## src/rtl/vector_reorder.sv

```systemverilog
// ============================================================================
// vector_reorder: buffers one vector of up to DEPTH elements and replays it
// in reverse or forward order. Macro VECTOR_REORDER_OVF_DROP_EN discards overflowed vectors.
// Revision: 1.0
// ============================================================================
`default_nettype none

module vector_reorder #(
   parameter int DATA_W = 3,
   parameter int DEPTH  = 6
) (
   input  logic              clk,
   input  logic              rst_n,
   input  logic              in_valid,
   input  logic [DATA_W-1:0] in,
   input  logic              mode,
   output logic              out_valid,
   output logic [DATA_W-1:0] out,
   output logic              ovf
);

   localparam int LEN_W = $clog2(DEPTH + 1);
   localparam logic [LEN_W-1:0] LEN_ONE = LEN_W'(1);
   localparam logic [LEN_W-1:0] LEN_MAX = LEN_W'(DEPTH);

`ifdef VECTOR_REORDER_OVF_DROP_EN
   typedef enum logic [1:0] {IDLE, INPUT, OUTPUT, DROP} state_t;
`else
   typedef enum logic [1:0] {IDLE, INPUT, OUTPUT} state_t;
`endif

   state_t              state_q, state_d;
   logic [LEN_W-1:0]    len_q, len_d;
   logic [LEN_W-1:0]    cnt_q, cnt_d;
   logic                mode_q, mode_d;
   logic                ovf_seen_q, ovf_seen_d;
   logic                out_valid_q, out_valid_d;
   logic [DATA_W-1:0]   out_q, out_d;
   logic                ovf_q, ovf_d;

   logic [DATA_W-1:0]   mem_q [DEPTH];
   logic                wr_en;
   logic [LEN_W-1:0]    wr_idx;
   logic [LEN_W-1:0]    rd_idx;

   // mode=1 replays from element 0 upward, mode=0 from element len-1 downward
   assign rd_idx = mode_q ? cnt_q : (len_q - LEN_ONE - cnt_q);

   always_comb begin
      state_d     = state_q;
      len_d       = len_q;
      cnt_d       = cnt_q;
      mode_d      = mode_q;
      ovf_seen_d  = ovf_seen_q;
      out_valid_d = 1'b0;
      out_d       = '0;
      ovf_d       = 1'b0;
      wr_en       = 1'b0;
      wr_idx      = len_q;

      case (state_q)
         IDLE: begin
            if (in_valid) begin
               wr_en      = 1'b1;
               wr_idx     = '0;
               len_d      = LEN_ONE;
               cnt_d      = '0;
               mode_d     = mode;
               ovf_seen_d = 1'b0;
               state_d    = INPUT;
            end
         end

         INPUT: begin
            if (in_valid) begin
               if (len_q == LEN_MAX) begin
                  ovf_seen_d = 1'b1;
               end else begin
                  wr_en  = 1'b1;
                  len_d  = len_q + LEN_ONE;
               end
            end else begin
               cnt_d   = '0;
               state_d = OUTPUT;
`ifdef VECTOR_REORDER_OVF_DROP_EN
               if (ovf_seen_q) begin
                  state_d = DROP;
               end
`endif
            end
         end

         OUTPUT: begin
            out_valid_d = 1'b1;
            out_d       = mem_q[rd_idx];
            ovf_d       = ovf_seen_q && (cnt_q == '0);
            cnt_d       = cnt_q + LEN_ONE;
            // Leaving OUTPUT on the last element frees the final out_valid cycle for a new vector
            if (cnt_q == (len_q - LEN_ONE)) begin
               state_d = IDLE;
            end
         end

`ifdef VECTOR_REORDER_OVF_DROP_EN
         DROP: begin
            ovf_d   = ovf_seen_q;
            state_d = IDLE;
         end
`endif

         default: begin
            state_d = IDLE;
         end
      endcase
   end

   always_ff @(posedge clk or negedge rst_n) begin
      if (!rst_n) begin
         state_q     <= IDLE;
         len_q       <= '0;
         cnt_q       <= '0;
         mode_q      <= 1'b0;
         ovf_seen_q  <= 1'b0;
         out_valid_q <= 1'b0;
         out_q       <= '0;
         ovf_q       <= 1'b0;
      end else begin
         state_q     <= state_d;
         len_q       <= len_d;
         cnt_q       <= cnt_d;
         mode_q      <= mode_d;
         ovf_seen_q  <= ovf_seen_d;
         out_valid_q <= out_valid_d;
         out_q       <= out_d;
         ovf_q       <= ovf_d;
      end
   end

   // Storage is never read before being written for the current vector, so it needs no reset
   always_ff @(posedge clk) begin
      if (wr_en) begin
         mem_q[wr_idx] <= in;
      end
   end

   assign out_valid = out_valid_q;
   assign out       = out_q;
   assign ovf       = ovf_q;

endmodule

`default_nettype wire

```

## config.mk

```make
export PLATFORM = sky130hd
export DESIGN_NAME = vector_reorder
export DESIGN_NICKNAME = d
export VERILOG_FILES = /design/src/rtl/vector_reorder.sv
export SDC_FILE = /design/constraint.sdc
export NUM_CORES = 1
export LEC_CHECK = 0
export ABC_AREA = 0
export CAP_MARGIN = 10
export CORE_ASPECT_RATIO = 0.7
export CORE_MARGIN = 2
export CORE_UTILIZATION = 35
export CTS_BUF_LIST = sky130_fd_sc_hd__clkbuf_4 sky130_fd_sc_hd__clkbuf_8
export DETAILED_ROUTE_END_ITERATION = 12
export SYNTH_ARGS = -nofsm -noshare
export SYNTH_HDL_FRONTEND = slang
export SYNTH_SLANG_ARGS = --single-unit
```

## constraint.sdc

```tcl
create_clock -name clk -period 2.2 [get_ports clk]
set_input_delay 0.22 -clock clk [delete_from_list [all_inputs] [get_ports clk]]
set_output_delay 0.22 -clock clk [all_outputs]
set_load 0.01 [all_outputs]
```

==> flow_summary.yaml <==
route:
  ant_nets: 0
  routed_wl_um: 2730
  met3_length_um: 88
  dr.max_layer_used: "met4"
  firstDrtPassIters: 4
  wl_per_cell_um: 14.2
  vias: 919
  drc: 0
  routedLengthMet1_um: 1470
  met2_length_um: 1130
  via_per_inst: 4.79
  drt_iter0_markers: 26
floorplan:
  start_util_pct: 36.2
  die_w_um: 83.7
  io_pins: 12
  die_height_um: 59.8
  rows: 20
  coreArea_um2: 4300
  die_area_um2: 5010
global_route:
  grt_max_degree: 16
  grt_pass1_vias: 872
  antenna_found_initial: 0
  grt_util_all_layers_pct: 11.8
  grt_pass1_wl_um: 4400
  overflow: 0
synthesis:
  synth_cells: 118
  synth_seq_cells: 33
  synth_area_leaders: "edfxtp_1, dfrtp_1, mux2_2"
  synth.most_common_cell: "edfxtp_1"
  synth-seq-area-share_pct: 58.8
  synth_common_cells: "edfxtp_1, dfrtp_1, a21oi_1, mux2_2"
  ys_warn_count: 0
  postSynthAreaPerCell_um2: 13.2
  synth_area_um2: 1560
  dominantRegCellSynth: "edfxtp_1"
  async_reset_ff_share_pct: 45.5
  synth_top_cell_area_share_pct: 34.7
  synth_fp_nets: 133
  ys_types: 33
  post-synth-top-area-cell: "edfxtp_1"
  synth-edff-count: 18
final_layout:
  finalCoreUtilization_pct: 44.4
  areaGrowthSynthToFinish_pct: 22.6
  layout-drive-gt1-share_pct: 21.9
  antenna_cells: 0
  layout.nets: 151
  fill_cells: 387
  final_cells: 192
  stdcell_area_um2: 1910
sta:
  hold_violations: 0
  fin_crit_sh_pct: 94.7
  hold_slack_ns: 0.352
  tightest_slew_ns: 0.684
  maxSlewViolCount: 0
  slew_headroom_pct: 54.3
  max_freq_mhz: 480
  setup_viol: 0
  worst_slack_ns: 0.116
  period_needed_ns: 2.08
  skew_ns: 0.00388
place:
  gp_congestion: 0.796
  place_worst_setup_slack_ns: -0.0351
  dp_hpwl_um: 2000
  place_area_um2: 1740
  port-buffer-count: 11
  dp_cells: 184
cts:
  root_buffer: "clkbuf_8"
  htreeDepth: 2
  clkTransAtPathRegs_ns: 0.07
  cts_tree: "done"
  numCtsBuffers: 5
  post-cts-setup-buffers: 0
  clockBufferDepth: 2
  hold_buffers: 0
  clock_latency_ns: 0.28
  clock_sinks: 33
critical_path:
  critPathTopFamily: "adder cells"
  critPathCaptureType: "register"
  cp.arrival_ns: 2.30
  crit_path_max_incr_delay_ns: 0.46
  worstPathRequired_ns: 2.41
  startpoint_type: "register"
  worst-path-buf-inv: 1
  cp_cell_sequence: "buf_6, ha_2, fa_2, o21ai_4, mux2i_1, mux2_4, a21oi_2"
  crit_slowest_cell: "fa_2"
  crit_fanout: 6
  crit_type: "register to register"
job:
  max_cap_viol_count: 0
worst_hold_path:
  min_path_type: "input port to asynchronous set/reset pin"
power_and_ir_drop:
  p_leak_nw: 0.757
  ir_drop_mv: 0.617
  p_per_area_nw_per_um2: 1510
outcome:
  status: "complete, no violations"
==> worst paths after layout <==
check / endpoint / depth (start not counted) / slack, ns / startpoint
setup reg to reg: out[2]$_DFF_PN0_ / 7 / 0.12 / len_q[0]$_DFFE_PN0P_
hold / removal: state_q[0]$_DFFE_PN0P_ / 1 / 0.35 / rst_n
hold reg to reg: ovf_seen_q$_DFFE_PN0P_ / 2 / 0.54 / ovf_seen_q$_DFFE_PN0P_
max in group asynchronous: out[0]$_DFF_PN0_ / 1 / 1.41 / rst_n
min in group clk: ovf_seen_q$_DFFE_PN0P_ / 2 / 0.54 / ovf_seen_q$_DFFE_PN0P_
setup / recovery: out[2]$_DFF_PN0_ / 7 / 0.12 / len_q[0]$_DFFE_PN0P_
==> cell usage in the layout, fill, tap and decap left out, types with 2 or more instances in the layout <==
| master | netlist | routed |
|---|---|---|
| dfrtp_1 | 15 | 15 |
| edfxtp_1 | 18 | 18 |
| clkdlybuf4s50_1 | 0 | 11 |
| o21ai_1 | 3 | 3 |
| inv_2 | 0 | 2 |
| mux2_4 | 1 | 2 |
| and4_1 | 2 | 2 |
| nor2_1 | 7 | 7 |
| nand3_1 | 4 | 4 |
| buf_4 | 0 | 2 |
| ha_1 | 7 | 5 |
| o21ai_0 | 5 | 5 |
| inv_1 | 6 | 4 |
| nor2b_1 | 3 | 3 |
| nand2_1 | 7 | 7 |
| clkbuf_8 | 0 | 5 |
| mux2_2 | 8 | 7 |
| a21oi_1 | 8 | 7 |
| bufinv_16 | 0 | 2 |
| mux2i_1 | 6 | 6 |
==> through the flow <==
stage | power [mW] | TNS [ns]
after global placement | 2.06 | 0
after global routing | 3.08 | -0.00324
after detailed placement | 2.08 | -0.0397
after CTS | 2.79 | 0
final | 2.88 | 0
after floorplan | 1.80 | 0
==> state kept, by name (all words and copies together) (netlist names) <==
| name | flops |
|---|---|
| cnt_q | 3 |
| len_q | 3 |
| mem_q | 18 |
| mode_q | 1 |
| out | 3 |
| out_valid | 1 |
| ovf | 1 |
| ovf_seen_q | 1 |
| state_q | 2 |
==> cell type report <==
| type | count | area (um2) | area share [%] |
|---|---|---|---|
| clock buffer | 5 | 68.8 | 3.60 |
| clock inverter | 3 | 65.1 | 3.41 |
| inverter | 6 | 22.5 | 1.18 |
| multi-input combinational | 76 | 632 | 33.1 |
| sequential | 33 | 916 | 48.0 |
| tap | 55 | 68.8 | 3.60 |
| timing repair buffer | 14 | 136 | 7.14 |
==> kinds of logic (layout without fill, tap and decap cells) <==
logic type / count (synthesis) / after routing / share of synthesized area, %
xor+xnor: 4 / 4 / 3.94
simple gates: 28 / 28 / 9.00
mux: 16 / 16 / 11.5
buf+inv: 9 / 28 / 2.73
compound gates: 20 / 20 / 7.15
fa+ha+maj: 8 / 8 / 6.91
flops: 33 / 33 / 58.8
==> timing repair <==
action / CTS / global route
setup endpoints to repair: 3 / 3
resized for setup: 1 / 8
pin swaps: 0 / 4
==> layer usage <==
layer | up-vias | GRT usage (%)
li1 | 454 | -
met4 | 0 | 4.15
met5 | - | 0
met1 | 443 | 17.8
met2 | 15 | 15.8
met3 | 7 | 3.87
==> where the power goes <==
group,leakage (nW),switching (mW),internal (mW)
registers,0.361,0.139,0.787
logic,0.328,0.609,0.676
clock network,0.0681,0.215,0.450
(Power assumes the default switching activity.)
==> RTL change 1 (config.mk and constraints unchanged) <==
The parameter `DEPTH` goes from 6 to 12.
--- a/src/rtl/vector_reorder.sv
+++ b/src/rtl/vector_reorder.sv
@@ -7,7 +7,7 @@
 
 module vector_reorder #(
    parameter int DATA_W = 3,
-   parameter int DEPTH  = 6
+   parameter int DEPTH  = 12
 ) (
    input  logic              clk,
    input  logic              rst_n,
Function: changed (Yosys sat finds a counterexample within 10 cycles, from zero or initial values and one cycle with rst_n low).
==> RTL change 1 against the original RTL <==
The flow now finishes with violations (setup timing); largest power group unchanged; global-route usage increased by 4.2 points; combinational power increased to 2.7 times the old value; count of clock-buffer cells in the layout unchanged; cell area increased by 74%; clock skew increased by 0.00051 ns; core utilization increased by 0.94 points; sequential share of layout area decreased by 2.7 points; setup slack got worse by 0.29 ns; sequential cell count increased by 20; power increased by 91%; area after synthesis increased by 72%; wire length increased by 130%; via count increased by 100%.
==> RTL change 1: results (changes against the original RTL) <==
** Run status
- Run status: finished, violations left (was finished, final reports clean).
- Violated checks :: setup timing

** Route
- The total wire length after detailed routing came to 6.281 mm (was 2.732 mm).
- The via count came to 1874 (was 919).

** Place
- The placed wire-length estimate after detailed placement is 4.551 mm (was 1.996 mm).
- Cell Count Post-Placement :: 339 (was 184)

** Worst setup path
- The cell at the slowest stage of the critical path is dfrtp_1 (was fa_2).
- The critical-path maximum fanout was 3 (was 6).
- The critical path data arrival time is 2.56 ns (was 2.30 ns).

** Layout
- The proportion of layout cells with a drive suffix above 1 came to 0.2695 (was 0.2190).
- The number of nets in the final layout came to 270 (was 151).
- The filler cell count in the final layout came to 676 (was 387).

** Synth
- The fraction of synthesized area in multiplexers is 0.1357 (was 0.1149).
- The mean instance size in the synthesized netlist was 12.32 um^2 (was 13.20 um^2).
- Synth cell count leaders: edfxtp_1, nor2_1, a21oi_1 (was edfxtp_1, dfrtp_1, a21oi_1, mux2_2).
- Area contributors post-synth: edfxtp_1, dfrtp_1, mux4_2, mux2i_1, a21oi_1 (was edfxtp_1, dfrtp_1, mux2_2, ha_1, mux2i_1).
- The post-synthesis adder-cell area fraction came to 0.04024 (was 0.06908).
- XOR/XNOR Fraction of Synth Area :: 0.01638 (was 0.03936)
- Synth cell types :: 42 (was 33)
- The complex-gate fraction of the synthesized area was 0.09686 (was 0.07149).
- Number of synthesized flops with an enable pin :: 36 (was 18)
- Share of the yosys chip area belonging to registers :: 0.5634 (was 0.5880)

** Timing
- The number of setup violations in the final report is 3 (was 0).
- The worst clock skew is 0.004381 ns (was 0.003875 ns).
- Slew margin rel. :: 0.6203 (was 0.5428)
- Least setup slack across all paths after layout :: -0.1770 ns (was 0.1156 ns)

** Power and ir drop
- The largest voltage drop on the vdd net was 0.8458 mV (was 0.6174 mV).
- Switching power total :: 2.224 mW (was 962.4 uW)
- Static power due to leakage :: 1.244 nW (was 0.7571 nW)

** Global routing
- The wire length of the first global-routing pass was 9.984 mm (was 4.402 mm).
- The pin count of the biggest net entering global routing is 19 (was 16).

** Clocking
- The clock transition at the register clock pins on the worst setup and hold paths after CTS was 0.10 ns (was 0.07 ns).

** Hold path
- The class of the tightest hold or removal check is primary input to async pin (unchanged).
==> RTL change 1: cell count changes in the layout (fill, tap and decap cells not counted), moves of 6 or more <==
cell	before	now
a21oi_1	7	20
buf_4	2	27
edfxtp_1	18	36
mux2_2	7	0
mux2i_1	6	12
mux4_2	0	9
nand2_1	7	13
nor2_1	7	21
==> RTL change 1: cell type report <==
type / instances / area share
clock buffers: 5 / 0.02066
clock inverters: 3 / 0.01428
inverters: 9 / 0.01240
multi-input cells: 145 / 0.3595
flip-flops and latches: 53 / 0.4523
well taps: 98 / 0.03681
repair buffers: 41 / 0.1041
==> RTL change 1: cell families after synthesis <==
| family | count (synthesis) |
|---|---|
| compound gates | 43 |
| fa+ha+maj | 8 |
| mux | 23 |
| buf+inv | 19 |
| xor+xnor | 5 |
| simple gates | 66 |
| flops | 53 |
==> RTL change 1: stage by stage <==
stage / hold WS (ns) / TNS [ns] / utilization / setup slack (ns)
after floorplan: -0.07559 / -0.4354 / - / -0.1573
after global placement: 0.5184 / -0.07139 / 0.4173 / -0.03526
after detailed placement: 0.5268 / -0.3586 / 0.4173 / -0.1658
after CTS: 0.2399 / -0.2676 / 0.4474 / -0.1423
after global routing: 0.2453 / -0.7303 / 0.4530 / -0.2763
final: 0.2333 / -0.3984 / 0.4530 / -0.1770
==> RTL change 1: worst max-delay path, delay by kind of cell, from the launching register on <==
kind	cells	cell delay, ns
AOI/OAI and AO/OA	3	0.55
adders and majority gates	2	0.71
buffers and inverters	1	0.06
DFF	1	0.43
muxes	1	0.37
and+or+nand+nor	1	0.15
==> RTL change 1: per-layer routing <==
metal / track usage / vias up / routed length, um
li1: - / 891 / -
met1: 0.2627 / 916 / 3159
met2: 0.2081 / 58 / 2682
met3: 0.03741 / 9 / 390
met4: 0.03718 / 0 / 48
met5: 0 / - / 0
==> RTL change 1: path summary, 6_finish.rpt <==
path                                 start          to  slack (ns)  depth (start not counted)
worst max-delay path              len_q[0]      out[1]       -0.18                          8
worst min-delay path                 rst_n    cnt_q[1]        0.23                          2
worst max register to register    len_q[0]      out[1]       -0.18                          8
worst min register to register  ovf_seen_q  ovf_seen_q        0.55                          2
max in group asynchronous            rst_n    len_q[3]        1.77                          2
min in group clk                      mode      mode_q        0.48                          3
==> RTL change 1: timing repair <==
| item | CTS | global route |
|---|---|---|
| gates cloned | 1 | 0 |
| endpoints found under the setup margin | 3 | 9 |
| gates resized for setup | 16 | 8 |
| pin swaps | 9 | 2 |
| setup buffers | 5 | 1 |
==> RTL change 1: power by group through the flow <==
stage	Clock [mW]	Combinational [mW]	Sequential [mW]
after floorplan	0	2.06	1.29
after global placement	0	2.76	1.33
after detailed placement	0	2.78	1.34
after CTS	0.706	3.30	1.32
after global routing	0.746	3.78	1.34
final	0.683	3.47	1.33
==> RTL change 2 (same flow settings) <==
Made on the original files. Put one more register stage on the output `ovf`, cleared by the reset. The value now appears one clock later. The other outputs are not delayed to match.
--- a/src/rtl/vector_reorder.sv
+++ b/src/rtl/vector_reorder.sv
@@ -145,7 +145,13 @@
 
    assign out_valid = out_valid_q;
    assign out       = out_q;
-   assign ovf       = ovf_q;
+   always_ff @(posedge clk or negedge rst_n) begin
+      if (!rst_n) begin
+         ovf <= '0;
+      end else begin
+         ovf <= ovf_q;
+      end
+   end
 
 endmodule
 
Formal check against the unedited RTL: not equivalent (Yosys sat finds a counterexample within 10 cycles, from zero or initial values and one cycle with rst_n low).
==> RTL change 2 against the original RTL <==
Area after synthesis grew 2.1%; via count up 7.2%; core utilization rose by 2.0 points; power increased by 1.2%; critical path type unchanged; count of clock-buffer cells in the layout unchanged; sequential cell count up 1; setup slack lost 0.053 ns; wire length up 6.4%; largest power group unchanged; cell area grew 5.8%; largest cell class unchanged.
==> RTL change 2: results (changes against the original RTL) <==
** Place
- The standard cell area after detailed placement is 1824 um^2 (was 1739 um^2).
- Weighted congestion at the end of routability-driven global placement :: 0.8336 (was 0.7957)
- The placement-stage worst setup slack was -0.08282 ns (was -0.03511 ns).

** Route
- The amount of wire on met3 after detailed routing was 114 um (was 88 um).
- Routed via count :: 985 (was 919)
- Total routed wire length on the met1 layer :: 1.492 mm (was 1.469 mm)
- The number of violations reported at the end of detailed-routing iteration 0 is 41 (was 26).
- Detail Route met2 WL :: 1.231 mm (was 1.131 mm)
- Final routed wire length divided by cell count :: 13.97 um (was 14.23 um)

** Global routing
- The pin count of the biggest net entering global routing came to 17 (was 16).
- The wire length of the first global-routing pass was 4.905 mm (was 4.402 mm).
- The met2 track demand over resource in global routing was 0.1845 (was 0.1577).

** Power and ir drop
- The leakage power is 0.8452 nW (was 0.7571 nW).

** Layout
- The multi-input combinational gate total was 71 (was 76).
- Number of fill cells :: 395 (was 387)
- The clock network contribution to total cell area was 0.06815 (was 0.07012).
- Repair and plain buffers :: 21 (was 14)
- Sequential cell area :: 940.9 um^2 (was 915.9 um^2)
- Share of layout cells above drive strength 1 :: 0.2353 (was 0.2190)
- Non-clock buffering overhead in the final layout :: 0.09170 (was 0.07143)
- Fraction of area in multi-input gates :: 0.3048 (was 0.3309)

** Synth
- Area contributors post-synth: edfxtp_1, dfrtp_1, ha_1, inv_1, mux4_2 (was edfxtp_1, dfrtp_1, mux2_2, ha_1, mux2i_1).
- Post-Syn Nets :: 142 (was 133)
- Synth cell count leaders: inv_1, edfxtp_1, dfrtp_1 (was edfxtp_1, dfrtp_1, a21oi_1, mux2_2).
- The number of standard cells after synthesis was 127 (was 118).
- The sequential cell area fraction in the yosys report was 0.5917 (was 0.5880).

** Timing
- The tightest hold margin came to 0.3562 ns (was 0.3516 ns).
- The worst clock skew was 0.005603 ns (was 0.003875 ns).
- The final clock period utilization by the worst path was 0.9715 (was 0.9475).

** Run status
- Run status :: finished, final reports clean (unchanged)

** Worst setup path
- The setup slack of the most critical reg-to-reg path was 0.06 ns (was 0.12 ns).
- Slowest cell delay on critical path :: 0.41 ns (was 0.46 ns)
RTL change 2: changes by cell type after synthesis, moves of 2 or more:
cell | unedited run | this run
a211oi_1 | 0 | 2
and4_1 | 2 | 0
nor3_1 | 1 | 3
mux4_2 | 0 | 3
mux2_2 | 8 | 1
a221oi_1 | 0 | 3
mux2i_1 | 6 | 1
o21ai_1 | 3 | 0
nand3_1 | 4 | 1
nand2_1 | 7 | 11
a21oi_1 | 8 | 3
and3_1 | 1 | 3
inv_1 | 6 | 19
RTL change 2: final timing paths:
kind	startpoint	endpoint	depth (start not counted)
worst max-delay path	len_q[0]	out[2]	7
worst min-delay path	ovf_q	ovf	0
worst max register to register	len_q[0]	out[2]	7
worst min register to register	ovf_q	ovf	0
max in group asynchronous	rst_n	out[2]	1
min in group asynchronous	rst_n	state_q[0]	1
RTL change 2: timing repair:
item,4_1_cts,5_1_grt
pin swaps,0,2
endpoints found under the setup margin,3,3
setup buffers,1,0
resized for setup,4,7
RTL change 2: worst max-delay path: cells and delay by family, from the launching register on:
kind            cells  cell delay [ns]
fa+ha+maj           2             0.55
flops               1             0.41
simple gates        1             0.41
compound gates      2             0.36
xor+xnor            1             0.20
buf+inv             1             0.08
RTL change 2: report_power, final:
| part | switching (mW) | internal, mW |
|---|---|---|
| clock network | 0.235 | 0.454 |
| logic | 0.628 | 0.693 |
| registers | 0.101 | 0.799 |
| total | 0.963 | 1.95 |
RTL change 2: logic make-up after synthesis:
| group | count (synthesis) |
|---|---|
| flops | 34 |
| simple gates | 34 |
| compound gates | 20 |
| xor+xnor | 4 |
| fa+ha+maj | 8 |
| buf+inv | 22 |
| mux | 5 |
